## src/rtl/lsu_pkg.sv

```systemverilog
// Shared constants and types for the memory stage.
package lsu_pkg;

  localparam int unsigned DATA_BUS = 32;
  localparam int unsigned ADDR_BUS = 32;

  // FSM state encodings
  localparam logic [2:0] ST_IDLE  = 3'd0;
  localparam logic [2:0] ST_RADDR = 3'd1;
  localparam logic [2:0] ST_RDATA = 3'd2;
  localparam logic [2:0] ST_WRITE = 3'd3;
  localparam logic [2:0] ST_WRESP = 3'd4;
  localparam logic [2:0] ST_DONE  = 3'd5;

  // funct3 access size / sign encodings
  localparam logic [2:0] F3_B  = 3'b000;
  localparam logic [2:0] F3_H  = 3'b001;
  localparam logic [2:0] F3_W  = 3'b010;
  localparam logic [2:0] F3_BU = 3'b100;
  localparam logic [2:0] F3_HU = 3'b101;

  localparam logic [1:0] RESP_OKAY = 2'b00;

  // Instruction fields captured on accept
  typedef struct packed {
    logic [ADDR_BUS-1:0] addr;
    logic [DATA_BUS-1:0] store_data;
    logic [2:0]          funct3;
    logic                reg_wen;
    logic [1:0]          wdata_sel;
    logic [DATA_BUS-1:0] csr_rdata;
  } ex_req_t;

endpackage

```

## src/rtl/lsu_align.sv

```systemverilog
// Byte-lane handling: load extract/extend and store data/strobe replication.
module lsu_align
  import lsu_pkg::*;
(
  input  logic [DATA_BUS-1:0]   i_rdata,
  input  logic [1:0]            i_off,
  input  logic [2:0]            i_funct3,
  input  logic [DATA_BUS-1:0]   i_store_data,
  output logic [DATA_BUS-1:0]   o_load_data,
  output logic [DATA_BUS-1:0]   o_wdata,
  output logic [DATA_BUS/8-1:0] o_wstrb
);

  logic [7:0]  w_byte;
  logic [15:0] w_half;

  // Halfword lane ignores off[0]: misaligned halves are silently aligned down
  assign w_byte = i_rdata[{i_off, 3'b000} +: 8];
  assign w_half = i_rdata[{i_off[1], 4'b0000} +: 16];

  // Load extraction with sign or zero extension
  always_comb begin
    o_load_data = i_rdata;
    case (i_funct3)
      F3_B:    o_load_data = {{24{w_byte[7]}}, w_byte};
      F3_BU:   o_load_data = {24'h0, w_byte};
      F3_H:    o_load_data = {{16{w_half[15]}}, w_half};
      F3_HU:   o_load_data = {16'h0, w_half};
      default: o_load_data = i_rdata;
    endcase
  end

  // Store data replicated across lanes; strobe selects the addressed lanes
  always_comb begin
    o_wdata = i_store_data;
    o_wstrb = 4'b1111;
    case (i_funct3[1:0])
      2'b00: begin
        o_wdata = {4{i_store_data[7:0]}};
        o_wstrb = 4'b0001 << i_off;
      end
      2'b01: begin
        o_wdata = {2{i_store_data[15:0]}};
        o_wstrb = 4'b0011 << {i_off[1], 1'b0};
      end
      default: begin
        o_wdata = i_store_data;
        o_wstrb = 4'b1111;
      end
    endcase
  end

endmodule

```

## src/rtl/lsu.sv

```systemverilog
// Memory stage: AXI4-Lite single-beat loads/stores with valid/ready toward writeback.
module lsu
  import lsu_pkg::*;
#(
  parameter int unsigned ADDR_WIDTH = ADDR_BUS,
  parameter int unsigned DATA_WIDTH = DATA_BUS
) (
  input  logic                    clk,
  input  logic                    rst,
  input  logic                    prev_valid,
  output logic                    this_ready,
  input  logic [DATA_WIDTH-1:0]   ex_alu_result,
  input  logic [DATA_WIDTH-1:0]   ex_store_data,
  input  logic                    ex_mem_ren,
  input  logic                    ex_mem_wen,
  input  logic [2:0]              ex_funct3,
  input  logic                    ex_reg_wen,
  input  logic [1:0]              ex_reg_wdata_sel,
  input  logic [DATA_WIDTH-1:0]   ex_csr_rdata,
  output logic                    this_valid,
  input  logic                    next_ready,
  output logic                    wb_reg_wen,
  output logic [DATA_WIDTH-1:0]   dmem_rdata,
  output logic [DATA_WIDTH-1:0]   alu_result,
  output logic [1:0]              reg_wdata_sel,
  output logic [DATA_WIDTH-1:0]   csr_rdata,
  output logic                    bus_err,
  output logic [ADDR_WIDTH-1:0]   araddr,
  output logic                    arvalid,
  input  logic                    arready,
  input  logic [DATA_WIDTH-1:0]   rdata,
  input  logic [1:0]              rresp,
  input  logic                    rvalid,
  output logic                    rready,
  output logic [ADDR_WIDTH-1:0]   awaddr,
  output logic                    awvalid,
  input  logic                    awready,
  output logic [DATA_WIDTH-1:0]   wdata,
  output logic [DATA_WIDTH/8-1:0] wstrb,
  output logic                    wvalid,
  input  logic                    wready,
  input  logic [1:0]              bresp,
  input  logic                    bvalid,
  output logic                    bready
);

  logic [2:0]            r_state;
  logic [2:0]            w_state_n;
  logic [2:0]            w_accept_state;
  ex_req_t               r_req;
  logic [DATA_WIDTH-1:0] r_dmem_rdata;
  logic                  r_bus_err;
  logic                  r_aw_done;
  logic                  r_w_done;

  logic                  w_accept;
  logic                  w_ar_hs;
  logic                  w_r_hs;
  logic                  w_aw_hs;
  logic                  w_w_hs;
  logic                  w_b_hs;
  logic [DATA_WIDTH-1:0] w_load_data;
  logic [DATA_WIDTH-1:0] w_wdata;
  logic [3:0]            w_wstrb;

  lsu_align u_align (
    .i_rdata      (rdata),
    .i_off        (r_req.addr[1:0]),
    .i_funct3     (r_req.funct3),
    .i_store_data (r_req.store_data),
    .o_load_data  (w_load_data),
    .o_wdata      (w_wdata),
    .o_wstrb      (w_wstrb)
  );

  assign this_ready = (r_state == ST_IDLE) | ((r_state == ST_DONE) & next_ready);
  assign w_accept   = prev_valid & this_ready;

  // Request/valid outputs are pure state decodes so they cannot glitch or drop early
  assign arvalid    = (r_state == ST_RADDR);
  assign rready     = (r_state == ST_RDATA);
  assign awvalid    = (r_state == ST_WRITE) & ~r_aw_done;
  assign wvalid     = (r_state == ST_WRITE) & ~r_w_done;
  assign bready     = (r_state == ST_WRESP);
  assign this_valid = (r_state == ST_DONE);

  assign w_ar_hs = arvalid & arready;
  assign w_r_hs  = rready & rvalid;
  assign w_aw_hs = awvalid & awready;
  assign w_w_hs  = wvalid & wready;
  assign w_b_hs  = bready & bvalid;

  assign araddr = {r_req.addr[ADDR_WIDTH-1:2], 2'b00};
  assign awaddr = {r_req.addr[ADDR_WIDTH-1:2], 2'b00};
  assign wdata  = (r_state == ST_WRITE) ? w_wdata : '0;
  assign wstrb  = (r_state == ST_WRITE) ? w_wstrb : '0;

  assign wb_reg_wen    = r_req.reg_wen;
  assign alu_result    = r_req.addr;
  assign reg_wdata_sel = r_req.wdata_sel;
  assign csr_rdata     = r_req.csr_rdata;
  assign dmem_rdata    = r_dmem_rdata;
  assign bus_err       = r_bus_err;

  // Load wins when both ren and wen are set
  assign w_accept_state = ex_mem_ren ? ST_RADDR : (ex_mem_wen ? ST_WRITE : ST_DONE);

  // Next-state decode
  always_comb begin
    w_state_n = r_state;
    case (r_state)
      ST_IDLE:  if (w_accept) w_state_n = w_accept_state;
      ST_RADDR: if (w_ar_hs) w_state_n = ST_RDATA;
      ST_RDATA: if (w_r_hs) w_state_n = ST_DONE;
      ST_WRITE: if ((r_aw_done | w_aw_hs) & (r_w_done | w_w_hs)) w_state_n = ST_WRESP;
      ST_WRESP: if (w_b_hs) w_state_n = ST_DONE;
      ST_DONE: begin
        if (w_accept)        w_state_n = w_accept_state;
        else if (next_ready) w_state_n = ST_IDLE;
      end
      default:  w_state_n = ST_IDLE;
    endcase
  end

  // State register
  always_ff @(posedge clk or posedge rst) begin
    if (rst) r_state <= ST_IDLE;
    else     r_state <= w_state_n;
  end

  // Capture instruction fields on accept; they stay frozen until the next accept
  always_ff @(posedge clk or posedge rst) begin
    if (rst) begin
      r_req <= '0;
    end else if (w_accept) begin
      r_req.addr       <= ex_alu_result;
      r_req.store_data <= ex_store_data;
      r_req.funct3     <= ex_funct3;
      r_req.reg_wen    <= ex_reg_wen;
      r_req.wdata_sel  <= ex_reg_wdata_sel;
      r_req.csr_rdata  <= ex_csr_rdata;
    end
  end

  // Load result and bus error, cleared per entry so non-loads deliver zero data
  always_ff @(posedge clk or posedge rst) begin
    if (rst) begin
      r_dmem_rdata <= '0;
      r_bus_err    <= 1'b0;
    end else if (w_accept) begin
      r_dmem_rdata <= '0;
      r_bus_err    <= 1'b0;
    end else if (w_r_hs) begin
      r_dmem_rdata <= w_load_data;
      r_bus_err    <= (rresp != RESP_OKAY);
    end else if (w_b_hs) begin
      r_bus_err    <= (bresp != RESP_OKAY);
    end
  end

  // AW and W channels complete independently; track each handshake
  always_ff @(posedge clk or posedge rst) begin
    if (rst) begin
      r_aw_done <= 1'b0;
      r_w_done  <= 1'b0;
    end else if (w_accept) begin
      r_aw_done <= 1'b0;
      r_w_done  <= 1'b0;
    end else if (r_state == ST_WRITE) begin
      if (w_aw_hs) r_aw_done <= 1'b1;
      if (w_w_hs)  r_w_done  <= 1'b1;
    end
  end

endmodule

```

## config.mk

```make
export PLATFORM = sky130hd
export DESIGN_NAME = lsu
export DESIGN_NICKNAME = d
export VERILOG_FILES = /design/src/rtl/lsu_pkg.sv /design/src/rtl/lsu_align.sv /design/src/rtl/lsu.sv
export SDC_FILE = /design/constraint.sdc
export NUM_CORES = 1
export LEC_CHECK = 0
export BUFFER_PORTS_ARGS = -buffer_cell sky130_fd_sc_hd__buf_2
export CORE_AREA = 2 2 167 104
export DETAILED_ROUTE_END_ITERATION = 16
export DIE_AREA = 0 0 169 106
export PLACE_DENSITY = 0.92
export SLEW_MARGIN = 20
export SYNTH_ARGS = -nofsm -noshare
export SYNTH_HDL_FRONTEND = slang
export SYNTH_HIERARCHICAL = 1
export SYNTH_SLANG_ARGS = --single-unit
```

## constraint.sdc

```tcl
create_clock -name clk -period 7.5 [get_ports clk]
set_input_delay 0 -clock clk [delete_from_list [all_inputs] [get_ports clk]]
set_output_delay 0 -clock clk [all_outputs]
set_load 0.03 [all_outputs]
```

Word level (Yosys, flattened, before mapping)
Index checks and enable logic that the tools add are counted.
{"block": "totals", "regBits": 140, "input_bits": 149, "elab_cells": 84}
{"block": "classes", "eq_ne": 15, "n_shift": 4, "mux": 26, "bitwise": 15, "n_reduce_logical": 13}
{"cell": "$pmux 32 s4", "n": 1}
{"cell": "$mux 32", "n": 3}
{"cell": "$pmux 32 s2", "n": 1}
{"cell": "$shiftx 32x6->16", "n": 1}
{"cell": "$shiftx 32x6->8", "n": 1}
{"cell": "$mux 3", "n": 9}
{"cell": "$pmux 3 s6", "n": 1}
{"cell": "$eq 3x3->1 const B", "n": 4}
{"cell": "$reduce_bool 2->1", "n": 6}
{"cell": "$and 1x1->1", "n": 10}
{"cell": "$mux 1", "n": 9}
{"cell": "$ne 2x1->1 const B", "n": 4}
{"cell": "$pmux 4 s2", "n": 1}
{"cell": "$eq 3x1->1 const B", "n": 2}
{"cell": "$eq 3x2->1 const B", "n": 2}
{"cell": "$logic_not 3->1", "n": 2}
{"cell": "$reduce_and 6->1", "n": 1}
{"cell": "$mux 4", "n": 1}
{"cell": "$reduce_and 2->1", "n": 2}
{"cell": "$shl 1x2->4 const A", "n": 1}
{"cell": "$shl 2x2->4 const A", "n": 1}
{"cell": "$ne 3x1->1 const B", "n": 1}
{"cell": "$or 1x1->1", "n": 3}
{"cell": "$reduce_bool 3->1", "n": 1}
{"cell": "4 further kinds", "n": 5}

Logic depth before layout (Yosys ltp)
{"block": "depth", "word_depth": 7, "mapped_depth": 8, "mapped_depth_nobuf": 5}

Hierarchy
The synthesis kept the hierarchy.
{"module": "lsu", "instances": 1, "cells_each": 584, "area_each_um2": 7205.7, "seq_area_each_um2": 3503.4}
{"module": "lsu_align", "instances": 1, "cells_each": 171, "area_each_um2": 1291.2, "seq_area_each_um2": 0.0}

Worst setup path before layout
Ideal clock, no wire load.
{"block": "synth_timing", "path_kind": "register -> register", "start": "register r_state[0]", "end": "register, netlist name csr_rdata[0]", "t_arrival_ps": 2038, "required_ps": 7373, "setup_slack_ps": 5334, "stages_incl_launch_ff": 8, "path_buffers": 3, "synth_period_minus_slack_ps": 2166, "cell_sequence": "dfrtp_1 buf_6 a21boi_1 a211oi_2 and2_4 buf_12 buf_8 mux2_1"}
{"block": "synth_between", "elab_chain_cells": 4, "word_cells_on_any_way": 5}
{"element": "from (decl)", "line": "lsu.sv:47", "source": "logic [2:0] r_state;"}
{"element": "from (signal assigned)", "line": "lsu.sv:128", "source": "else r_state <= w_state_n;"}
{"element": "$eq 3x3->1", "line": "lsu.sv:76", "source": "assign this_ready = (r_state == ST_IDLE) | ((r_state == ST_DONE) & next_ready);"}
{"element": "$and 1x1->1", "line": "lsu.sv:76"}
{"element": "$or 1x1->1 (*)", "line": "lsu.sv:76"}
{"element": "via this_ready", "line": "lsu.sv:11", "source": "output logic this_ready,"}
{"element": "$and 1x1->1 (*)", "line": "lsu.sv:77", "source": "assign w_accept = prev_valid & this_ready;"}
The timed path passes the listed nets; every way through them passes the cells marked *.
A chain may end at the register's enable or synchronous reset.

Worst setup path after layout
{"block": "layout_timing", "start": "register r_state[0]", "end": "register, netlist name csr_rdata[23]"}
{"block": "layout_between", "elab_chain_cells": 4, "word_cells_on_any_way": 5}
{"element": "$eq 3x3->1", "line": "lsu.sv:76"}
{"element": "$and 1x1->1", "line": "lsu.sv:76"}
{"element": "$or 1x1->1 (*)", "line": "lsu.sv:76"}
{"element": "$and 1x1->1 (*)", "line": "lsu.sv:77"}
Mark *: on every way between the ends. The rest lies on a longest branch, timed or not.

==> flow_summary_export.csv <==
group,metric,value,unit
status,status,"complete, no violations",
logic_synthesis,synth_area_leaders,"dfrtp_1 (41%), mux2_4 (17%), buf_4 (12%)",
grt,grt_util_all_layers,26.6,%
grt,grt_max_degree,74,
layout,final_cells,1294,
placed_design,placed_area,0.00909,mm2
placed_design,dpl.hpwl,15200,um
logic_synthesis,synth_enable_flop_cells,0,
clock_network,cts_resized,0,
setup_path,r2r_start,"r_state[0]",
pwr,total_leakage_power,5.61,nW
pwr,finalPower,5.44,mW
layout,fillerInstances,1251,
clock_network,clk_pin_slew,60,ps
sta,worst_slew_pin_slew,976,ps
routing,vias,6801,
logic_synthesis,async_reset_ff_share,100,%
die,rows,37,
layout,nNetsFinal,1210,
routing,ant_nets,0,
logic_synthesis,ys_warn_count,6,
clock_network,htree_num_levels,4,
die,core,0.0166,mm2
setup_path,crit_start,"r_state[0]",
setup_path,timing_worst_setup_path_type,"flip-flop to flip-flop",
layout,stdcell_area,0.0109,mm2
sta,fin_skew,6.42,ps
setup_path,crit_cells,5,
setup_path,r2r_setup_slack,3960,ps
sta,slew_headroom,35.0,%
setup_path,required,7790,ps
sta,fin_tns_setup,0,ps
clock_network,clk-insertion-delay-late,410,ps
routing,drt_pass1_iterations,6,
clock_network,cts_root_buffer,"clkbuf_16",
layout,drive_gt1_share,48.5,%
setup_path,cp_slowest_cell,"and2_4",
setup_path,critPathCapture,"csr_rdata[23]",
grt,grt_pass1_vias,7013,
logic_synthesis,synthCells,755,
sta,fin_crit_sh,47.2,%
routing,avgRoutedWirePerCell,18.7,um
sta,maxSlewViolCount,0,
hold_path,min_path_type,"input port to flip-flop",
routing,wirelength,24200,um
layout,seqCellArea,0.00351,mm2
setup_path,startpoint_type,"flip-flop",
flow_run,max-cap-violations,0,
routing,first_iter_violations,521,
layout,multiInputGateArea,0.00350,mm2
routing,drcViolationCount,0,
placed_design,dp.cells,1139,
logic_synthesis,synth_area,0.00850,mm2
logic_synthesis,yosys.cell_types.count,49,
placed_design,io_buffers,351,
sta,hold_viol,0,
logic_synthesis,yosysTopAreaCell,"dfrtp_1",
setup_path,crit_fanout,60,
die,initial_core_util,51.3,%
setup_path,rr_endpoint,"csr_rdata[23]",
layout,syn_to_final_growth,28.3,%
logic_synthesis,syn_area_per_cell,11.3,um2
pwr,cellPowerDensity,499,mW/mm2
setup_path,crit_family,"buffers and inverters",
setup_path,reg2reg_depth,5,
setup_path,cpPeakStageDelay,820,ps
clock_network,cts_tree,"yes",
sta,fmax,282,MHz
routing,viasPerCell,5.26,
die,die_y,106,um
clock_network,cts.sinks,140,
sta,layout_min_cycle_time,3540,ps
grt,grt_antenna_before_repair,7,
sta,fin_ws,3960,ps
clock_network,cts_hold_buf,117,
clock_network,post_cts_buffers,0,
pwr,ir_worst_vdd,0.296,mV
sta,rsz0062_at_grt,"no",
setup_path,critical_path.cell_chain,"inv_1, a211oi_2, and2_4, buf_4, mux2_4",
logic_synthesis,ys_ff_latch,140,
logic_synthesis,yosys.area.top_type_share,41.2,%
clock_network,clk_path_buf_depth,2,
grt,grt_pass1_wl,37100,um
die,die_w,169,um
sta,final-setup-viol-count,0,
grt,gr-total-overflow,0,
placed_design,place_ws,3620,ps
placed_design,gp_congestion,0.888,
die,ioPinCount,356,
logic_synthesis,seq_area_frac_synth,41.2,%
logic_synthesis,yosys-top-cells-count,"buf_4 (140), dfrtp_1 (140), mux2_4 (98)",
setup_path,cp-end-kind,"flip-flop",
clock_network,cts_buffers,17,
setup_path,cp.arrival,3830,ps
setup_path,cp.buffers_inverters,2,
logic_synthesis,ys.flop_type,"dfrtp_1",
die,die_area,0.0179,mm2
[cells in the final DEF (no fill, tap or decap), types with 2 or more instances in the layout]
cell type / synthesis / final
a21oi_1: 36 / 36
a221o_1: 7 / 7
a22oi_1: 8 / 8
and3_1: 36 / 36
buf_2: 11 / 351
buf_4: 140 / 6
bufinv_16: 0 / 3
clkbuf_16: 0 / 17
clkinv_4: 0 / 3
conb_1: 1 / 4
dfrtp_1: 140 / 138
dfrtp_2: 0 / 2
diode_2: 0 / 7
dlygate4sd3_1: 0 / 117
inv_1: 5 / 4
inv_6: 0 / 6
mux2_1: 2 / 2
mux2_2: 21 / 21
mux2_4: 98 / 98
mux2i_1: 16 / 16
nand2_1: 84 / 84
nand2b_1: 3 / 3
nand3_1: 2 / 2
nor2_1: 21 / 20
nor2b_1: 21 / 20
nor3_1: 2 / 2
nor3b_1: 2 / 2
o21ai_0: 12 / 12
o21bai_1: 3 / 3
o221ai_1: 9 / 9
o22ai_1: 16 / 16
[final cells by class]
class	count	share of cell area (%)
diodes	7	0.161
clock buffers	17	3.90
clock inverters	14	1.69
inverters	5	0.218
multi-input cells	423	32.1
flip-flops and latches	140	32.2
well taps	214	2.46
repair buffers	474	27.3
[metrics by stage]
| stage | util [%] | hold slack [ps] |
|---|---|---|
| 2_1_floorplan | - | 133 |
| 3_5_place_dp | 54.9 | 127 |
| 5_1_grt | 65.8 | 33.8 |
| 4_1_cts | 65.6 | 0.990 |
| 6_report | 65.8 | 19.5 |
| 3_3_place_gp | 54.9 | 123 |
[metal layers]
metal  track usage, %  share of wire (%)  wire length (um)  vias up
met1             32.2                 40              9710     3283
li1                 -                  -                 -     3080
met3             6.25                7.2              1740       71
met2             45.0                 49             11800      367
met5                0                  0                 0        -
met4             13.1                3.6               872        0
[tightest hold or removal path, delay by kind of cell]
family	cells	cell delay (ps)
AOI/OAI and AO/OA	2	260
buffers and inverters	1	80
and+or+nand+nor	1	50
[report_power, final]
part	internal (mW)	switching [mW]
combinational	1.23	1.80
sequential	1.12	0.416
clock	0.531	0.352
[sequential cells by signal (all words and copies together), names as in the netlist]
signal         count
r_req             35
alu_result        32
csr_rdata         32
dmem_rdata        32
r_state            3
reg_wdata_sel      2
bus_err            1
r_aw_done          1
r_w_done           1
wb_reg_wen         1
[cell families after synthesis]
family	count (synthesis)	share of synthesized area, %
AOI/OAI and AO/OA	101	8.08
other	1	0.0441
muxes	138	22.5
buffers and inverters	195	17.8
DFF	140	41.2
and+or+nand+nor	180	10.3
[worst min-delay path by stage]
stage,start,end,slack [ps],cells after the start
after floorplan,prev_valid,r_state[0],130,2
after global placement,rst,csr_rdata[26],120,2
after detailed placement,rst,reg_wdata_sel[0],130,2
after CTS,rdata[2],dmem_rdata[2],1,4
after global routing,rdata[6],dmem_rdata[6],30,4
final,rdata[2],dmem_rdata[2],20,4
No activity file was read; power rests on OpenSTA's default activity.
